==> config.mk <==
export PLATFORM = sky130hd
export DESIGN_NAME = cam_ctrl
export DESIGN_NICKNAME = d
export VERILOG_FILES = /design/src/rtl/cam_ctrl.sv
export SDC_FILE = /design/constraint.sdc
export NUM_CORES = 1
export LEC_CHECK = 0
export CAP_MARGIN = 25
export CORE_ASPECT_RATIO = 2
export CORE_MARGIN = 10
export CORE_UTILIZATION = 36
export CTS_CLUSTER_DIAMETER = 40
export DETAILED_ROUTE_END_ITERATION = 6
export PLACE_DENSITY_LB_ADDON = 0.08
export SLEW_MARGIN = 20
export SYNTH_ARGS = -nofsm -noshare
export SYNTH_HDL_FRONTEND = slang
export SYNTH_SLANG_ARGS = --single-unit
==> constraint.sdc <==
create_clock -name clk -period 4.6 [get_ports clk]
set_input_delay 0.69 -clock clk [delete_from_list [all_inputs] [get_ports clk]]
set_output_delay 0.69 -clock clk [all_outputs]
set_load 0.005 [all_outputs]
==> src/rtl/cam_ctrl.sv <==
// Sequenced CAM table controller: write/delete and search arbitration with an iterative scan.
// Optional macro CAM_CTRL_FLUSH_EN adds a flush input that clears every valid bit while idle.
module cam_ctrl #(
  parameter int unsigned DATA_WIDTH = 8,
  parameter int unsigned ADDR_WIDTH = 4,
  parameter int unsigned LANES      = 4
) (
  input  logic                  clk,
  input  logic                  rst_n,
  input  logic                  wr_valid,
  output logic                  wr_ready,
  input  logic                  wr_del,
  input  logic [ADDR_WIDTH-1:0] wr_addr,
  input  logic [DATA_WIDTH-1:0] wr_data,
  input  logic                  srch_valid,
  output logic                  srch_ready,
  input  logic [DATA_WIDTH-1:0] srch_data,
  output logic                  rsp_valid,
  input  logic                  rsp_ready,
  output logic                  rsp_hit,
  output logic [ADDR_WIDTH-1:0] rsp_addr,
`ifdef CAM_CTRL_FLUSH_EN
  input  logic                  flush,
`endif
  output logic                  busy
);

  localparam int unsigned DEPTH  = 1 << ADDR_WIDTH;
  localparam int unsigned GROUPS = DEPTH / LANES;
  localparam int unsigned GRP_W  = (GROUPS > 1) ? $clog2(GROUPS) : 1;
  localparam logic [GRP_W-1:0] GRP_LAST = GRP_W'(GROUPS - 1);

  typedef enum logic [1:0] {StIdle, StScan, StResp} state_e;

  state_e                state;
  logic                  rr_pri;
  logic [DATA_WIDTH-1:0] key_q;
  logic [GRP_W-1:0]      grp;
  logic [DEPTH-1:0]      valid;
  logic [DATA_WIDTH-1:0] keys [DEPTH];

  logic                  flush_req;
  logic [LANES-1:0]      lane_match;
  logic [ADDR_WIDTH-1:0] lane_idx [LANES];
  logic                  scan_hit;
  logic [ADDR_WIDTH-1:0] scan_addr;

`ifdef CAM_CTRL_FLUSH_EN
  assign flush_req = flush;
`else
  assign flush_req = 1'b0;
`endif

  assign busy = (state != StIdle);

  // rr_pri = 0 favours search, 1 favours write; only consulted when both request
  always_comb begin
    wr_ready   = 1'b0;
    srch_ready = 1'b0;
    if (state == StIdle && !flush_req) begin
      if (wr_valid && srch_valid) begin
        wr_ready   = rr_pri;
        srch_ready = !rr_pri;
      end else begin
        wr_ready   = wr_valid;
        srch_ready = srch_valid;
      end
    end
  end

  always_comb begin
    for (int l = 0; l < LANES; l++) begin
      lane_idx[l]   = ADDR_WIDTH'(grp * LANES + l);
      lane_match[l] = valid[lane_idx[l]] && (keys[lane_idx[l]] == key_q);
    end
  end

  // Descending walk so the lowest matching lane is the last assignment
  always_comb begin
    scan_hit  = 1'b0;
    scan_addr = '0;
    for (int l = LANES - 1; l >= 0; l--) begin
      if (lane_match[l]) begin
        scan_hit  = 1'b1;
        scan_addr = lane_idx[l];
      end
    end
  end

  // Key storage is intentionally left unreset; valid bits gate every match
  always_ff @(posedge clk) begin
    if (wr_ready && !wr_del) begin
      keys[wr_addr] <= wr_data;
    end
  end

  always_ff @(posedge clk or negedge rst_n) begin
    if (!rst_n) begin
      state     <= StIdle;
      valid     <= '0;
      rsp_valid <= 1'b0;
      rsp_hit   <= 1'b0;
      rsp_addr  <= '0;
      rr_pri    <= 1'b0;
      key_q     <= '0;
      grp       <= '0;
    end else begin
      unique case (state)
        StIdle: begin
          if (flush_req) begin
            valid <= '0;
          end else if (wr_ready) begin
            valid[wr_addr] <= !wr_del;
          end else if (srch_ready) begin
            key_q <= srch_data;
            grp   <= '0;
            state <= StScan;
          end
          if (wr_valid && srch_valid && !flush_req) begin
            rr_pri <= !rr_pri;
          end
        end
        StScan: begin
          if (scan_hit) begin
            rsp_hit   <= 1'b1;
            rsp_addr  <= scan_addr;
            rsp_valid <= 1'b1;
            state     <= StResp;
          end else if (grp == GRP_LAST) begin
            rsp_hit   <= 1'b0;
            rsp_addr  <= '0;
            rsp_valid <= 1'b1;
            state     <= StResp;
          end else begin
            grp <= grp + GRP_W'(1);
          end
        end
        StResp: begin
          if (rsp_ready) begin
            rsp_valid <= 1'b0;
            state     <= StIdle;
          end
        end
        default: state <= StIdle;
      endcase
    end
  end

endmodule

# Yosys cells after proc, flatten, opt, wreduce, memory -nomap -nowiden
# Memory sizes are Yosys's and may differ from the RTL's.
# Index checks and enable logic that the tools add are counted.
# totals
register_bits	35
latchBits	0
ram_bits	128
rom_bits	0
output_inout_bits	9
word_cells	98
memories	1
# memory_table
name	words	word_bits	rd	rd_clocked_by_memory_dff	wr	line_no	text
keys	16	8	4	0	1	40	logic [DATA_WIDTH-1:0] keys [DEPTH];
# classes
n_addsub	4
mul	0
n_div	0
magnitude_cmp	6
eq_ne	13
n_shift	0
muxes	44
bitwise	1
reduce_logical	21
# ops
operator	n
$eq 8x8->1	4
$lt 4x5->1 const B	5
$mux 4	6
$mux 1	20
$mux 2	9
$bwmux 16	1
$bmux 1 s4	3
$ne 2x2->1 const B	5
$add 4x2->4 const B	2
$reduce_bool 2->1	4
$logic_and 1x1->1	7
$pmux 2 s3	1
$reduce_and 2->1	3
$reduce_and 3->1	2
$reduce_and 5->1	1
$add 4x1->4 const B	1
$demux 1 s4	1
$eq 2x2->1 const B	2
$ge 4x1->1 const B	1
$pmux 2 s2	1
$reduce_and 4->1	1
$ne 3x3->1 const B	1
$add 2x1->2 const B	1
$bmux 1 s2	1
5 further kinds	6

# Logic depth before layout (Yosys ltp)
# logic_depth
depth_word	10
ltp_mapped	9
depth_no_buf	7

# Worst setup path before layout
# No wires, ideal clock.
# synth_path
path_type	input-to-reg
start	in srch_valid
end	mem keys[12][0], enable pin
setup_ns	0.370
arrival_time_ns	2.104
required_ns	4.230
slack_ns	2.125
stages	6
path_buffers	2
path_cell_list	nand2b_1 > and3_1 > clkbuf_1 > or3b_2 > clkbuf_1 > nor2_1
# synth_via
elab_chain_len	6
# synth_rtl
item	line_no	text
start: declaration	15	input logic srch_valid,
$logic_and 1x1->1	61	if (wr_valid && srch_valid) begin
$mux 1	61	
$mux 1	60	if (state == StIdle && !flush_req) begin
named net wr_ready	11	output logic wr_ready,
$logic_and 1x1->1	92	if (wr_ready && !wr_del) begin
$mux 1	92	
$mux 1 (implied by the code)	93	keys[wr_addr] <= wr_data;
end: declaration	40	
# The timed path passes the listed nets, and every way through them passes these cells.

# Final worst setup path
# layout_path
start	in wr_valid
end	out srch_ready
# layout_via
elab_chain_len	3
# layout_rtl
item	line_no	text
start: declaration	10	input logic wr_valid,
$logic_and 1x1->1	61	
$mux 1	61	
$mux 1	60	
end: declaration	16	output logic srch_ready,
# Every way passes these cells.

==> run metrics <==
pwr/cell area=around 550 nW/µm²; storage element area=4722 µm²; Worst Path Arrival=2.56 ns; DRT Pass-1 Iters=4; final worst-path cycle share=0.7059; cts hold-fix bufs=0; Mapped Cells=445; antenna-violating nets left=0; sequential power share=0.451; share of cells above drive strength 1=0.1329; Max VDD drop=around 0.00022 V; RSZ-0062 raised after global routing=false; worst slew pin tran=0.8764 ns; CP max stage cell=clkdlybuf4s50_1; GRT overflow=0; Sw Share=0.3119; final core utilization=0.4231; CP startpoint kind=input port; CP required=3.91 ns; post-CTS setup buffer count=0; top cell type's share of synthesized area=0.5533; CTS max path bufs=2; worst stage delay on the critical path=roughly 0.55 ns; Final Setup Violations=0; Mapped Avg Cell Area=15.61 µm²; synthesized cell area=6947 µm²; fillers=1759; vias in the first global route=roughly 4000; Min Clock Period, post-route=3.247 ns; die width=118.2 µm; Initial Utilization=0.3671; Post-Syn Nets=between 400 and 500; Netlist cell types=49; Main synth FF type=edfxtp_1; Leakage=~0.0027 µW; Synth async-reset ratio=0.2147; fin nets=about 500; fin area=8005 µm²; RePlAce Congestion=between 0.7 and 0.8; Ports=35; Synth warnings=0; largest net degree at the start of global routing=36; Fin. Hold Viols=0; maximum capacitance violations=0; peak fanout along the critical path=11; area of the multi-input gates=2028 µm²; Pint=3031 µW; Clock transition at path regs=about 0.070 ns; crit end category=output port; worst-path cell chain=clkdlybuf4s50_1 > nand2_1 > nand3_1 > clkinv_1 > clkdlybuf4s50_1; Psw=1374 µW; Num CTS Buffers=17; CORE AREA=18920 µm²; Die Y=216.5 µm; Sink Count=163; final worst setup slack=1.353 ns; post-synth top area cell=edfxtp_1; crit path buf inv count=3; PostCTS Resize Cnt=0; skew final=0.01044 ns; register area share after synthesis=0.6794; CP dominant cell by count=clkdlybuf4s50_1; status=completed; Tot GR Track Use=0.1397; clk_lat worst skew=0.43 ns; H-tree depth=4; Area growth syn-to-layout=15.24%; cell family with the largest share of critical-path delay=buffers and inverters; antenna violations before repair=0; dpl ws=1.334 ns; Placement Rows=between 70 and 80; fmax=0.3080 GHz; CTS tree=yes; ANT cells=0; Slew Limit Fails=0; HP Class=in2async; register bit total from synthesis=163; post-DP HPWL=12090 µm; first-pass GRT wire length=26060 µm; post-route setup TNS=0 ns; First DRT Iteration DRCs=270; final WL=17210 µm; ranking of synthesized cells by area=edfxtp_1, dfrtp_1, mux4_2; critical setup path kind=in2out; post-DR wirelength/cell=23.13 µm; die area=25590 µm²; Post-synth EDFFs=128; Via density=4.917; final hold slack=0.3532 ns; port bufs=34; drc violations=0; root buffer cell=clkbuf_16; placed standard-cell area=7457 µm²; Combinational Power Share=0.257; Clk network pwr share=0.292; Vias=3658; Slew headroom=0.4136
-- per-stage QoR --
stage,instances,power [µW]
finish,744,4405
global route,744,4650
CTS,743,4457
detailed placement,711,3163
global placement,711,3158
floorplan,445,2830
-- sequential cells by signal (all words and copies together), names as in the netlist --
name       cells
grp            2
key_q          8
keys         128
rr_pri         1
rsp_addr       4
rsp_hit        1
rsp_valid      1
state          2
valid         16
-- logic make-up (layout without fill, tap and decap cells) --
family,after synthesis,in the layout,share of synthesized area
compound gates,50,50,0.04521
fa+ha+maj,1,1,0.001801
mux,52,52,0.1126
flops,163,163,0.6794
xor+xnor,47,47,0.06034
simple gates,99,99,0.07205
buf+inv,33,77,0.02864
-- cells in the final DEF, fill, tap and decap left out, types with 4 or more instances in the layout --
cell,netlist,final
edfxtp_1,128,128
nand2_1,46,46
xnor2_1,36,36
o21ai_0,33,33
clkdlybuf4s50_1,0,33
dfrtp_1,35,33
mux2i_1,29,29
nor2_1,19,19
mux4_2,18,18
clkbuf_16,0,17
xor2_1,10,10
nand3_1,6,6
clkinv_1,1,5
nor3_1,5,5
or2_2,4,4
inv_1,4,4
clkbuf_1,14,4
buf_4,3,4
-- power by group through the flow --
| stage | Sequential, µW | Combinational (µW) | Clock (µW) |
|---|---|---|---|
| floorplan | 1800 | 1030 | 0 |
| global placement | 2080 | 1070 | 0 |
| detailed placement | 2090 | 1080 | 0 |
| CTS | 2060 | 1080 | 1320 |
| global route | 2010 | 1250 | 1380 |
| finish | 1990 | 1130 | 1290 |
-- layer usage --
metal,up-vias,global-route usage,part of all wire
li1,1708,-,-
met1,1867,0.1439,0.37
met2,62,0.2641,0.58
met3,21,0.02630,0.022
met4,0,0.06297,0.023
met5,-,0,0
-- cell type report --
class                   count  share of cell area
clock buffers              21             0.05502
clock inverters            11             0.01094
inverters                   6            0.002813
multi-input cells         249              0.2534
flip-flops and latches    163              0.5899
well taps                 255             0.03986
repair buffers             39             0.04814
-- path summary, 6_finish.rpt --
kind / cells after the start / slack (ns) / endpoint / start
max: 5 / 1.35 / srch_ready / wr_valid
min: 1 / 0.35 / valid[8] / rst_n
max reg2reg: 8 / 1.46 / state[1] / grp[1]
min reg2reg: 2 / 0.49 / rsp_hit / rsp_hit
max in group asynchronous: 1 / 3.67 / grp[0] / rst_n
min in group clk: 2 / 0.49 / rsp_hit / rsp_hit
-- Yosys cell counts, types with 2 or more instances --
| library cell | number |
|---|---|
| a31oi_1 | 3 |
| and2_1 | 2 |
| buf_2 | 2 |
| buf_4 | 3 |
| buf_6 | 6 |
| clkbuf_1 | 14 |
| dfrtp_1 | 35 |
| edfxtp_1 | 128 |
| inv_1 | 4 |
| mux2_2 | 2 |
| mux2i_1 | 29 |
| mux4_1 | 2 |
| mux4_2 | 18 |
| nand2_1 | 46 |
| nand2b_1 | 3 |
| nand3_1 | 6 |
| nand3b_1 | 3 |
| nor2_1 | 19 |
| nor3_1 | 5 |
| nor4_2 | 2 |
| nor4_4 | 2 |
| o211ai_1 | 2 |
| o21ai_0 | 33 |
| o2bb2ai_1 | 2 |
| o32ai_1 | 3 |
| or2_2 | 4 |
| xnor2_1 | 36 |
| xor2_1 | 10 |
Note: power is estimated with default switching activity, not from simulation.
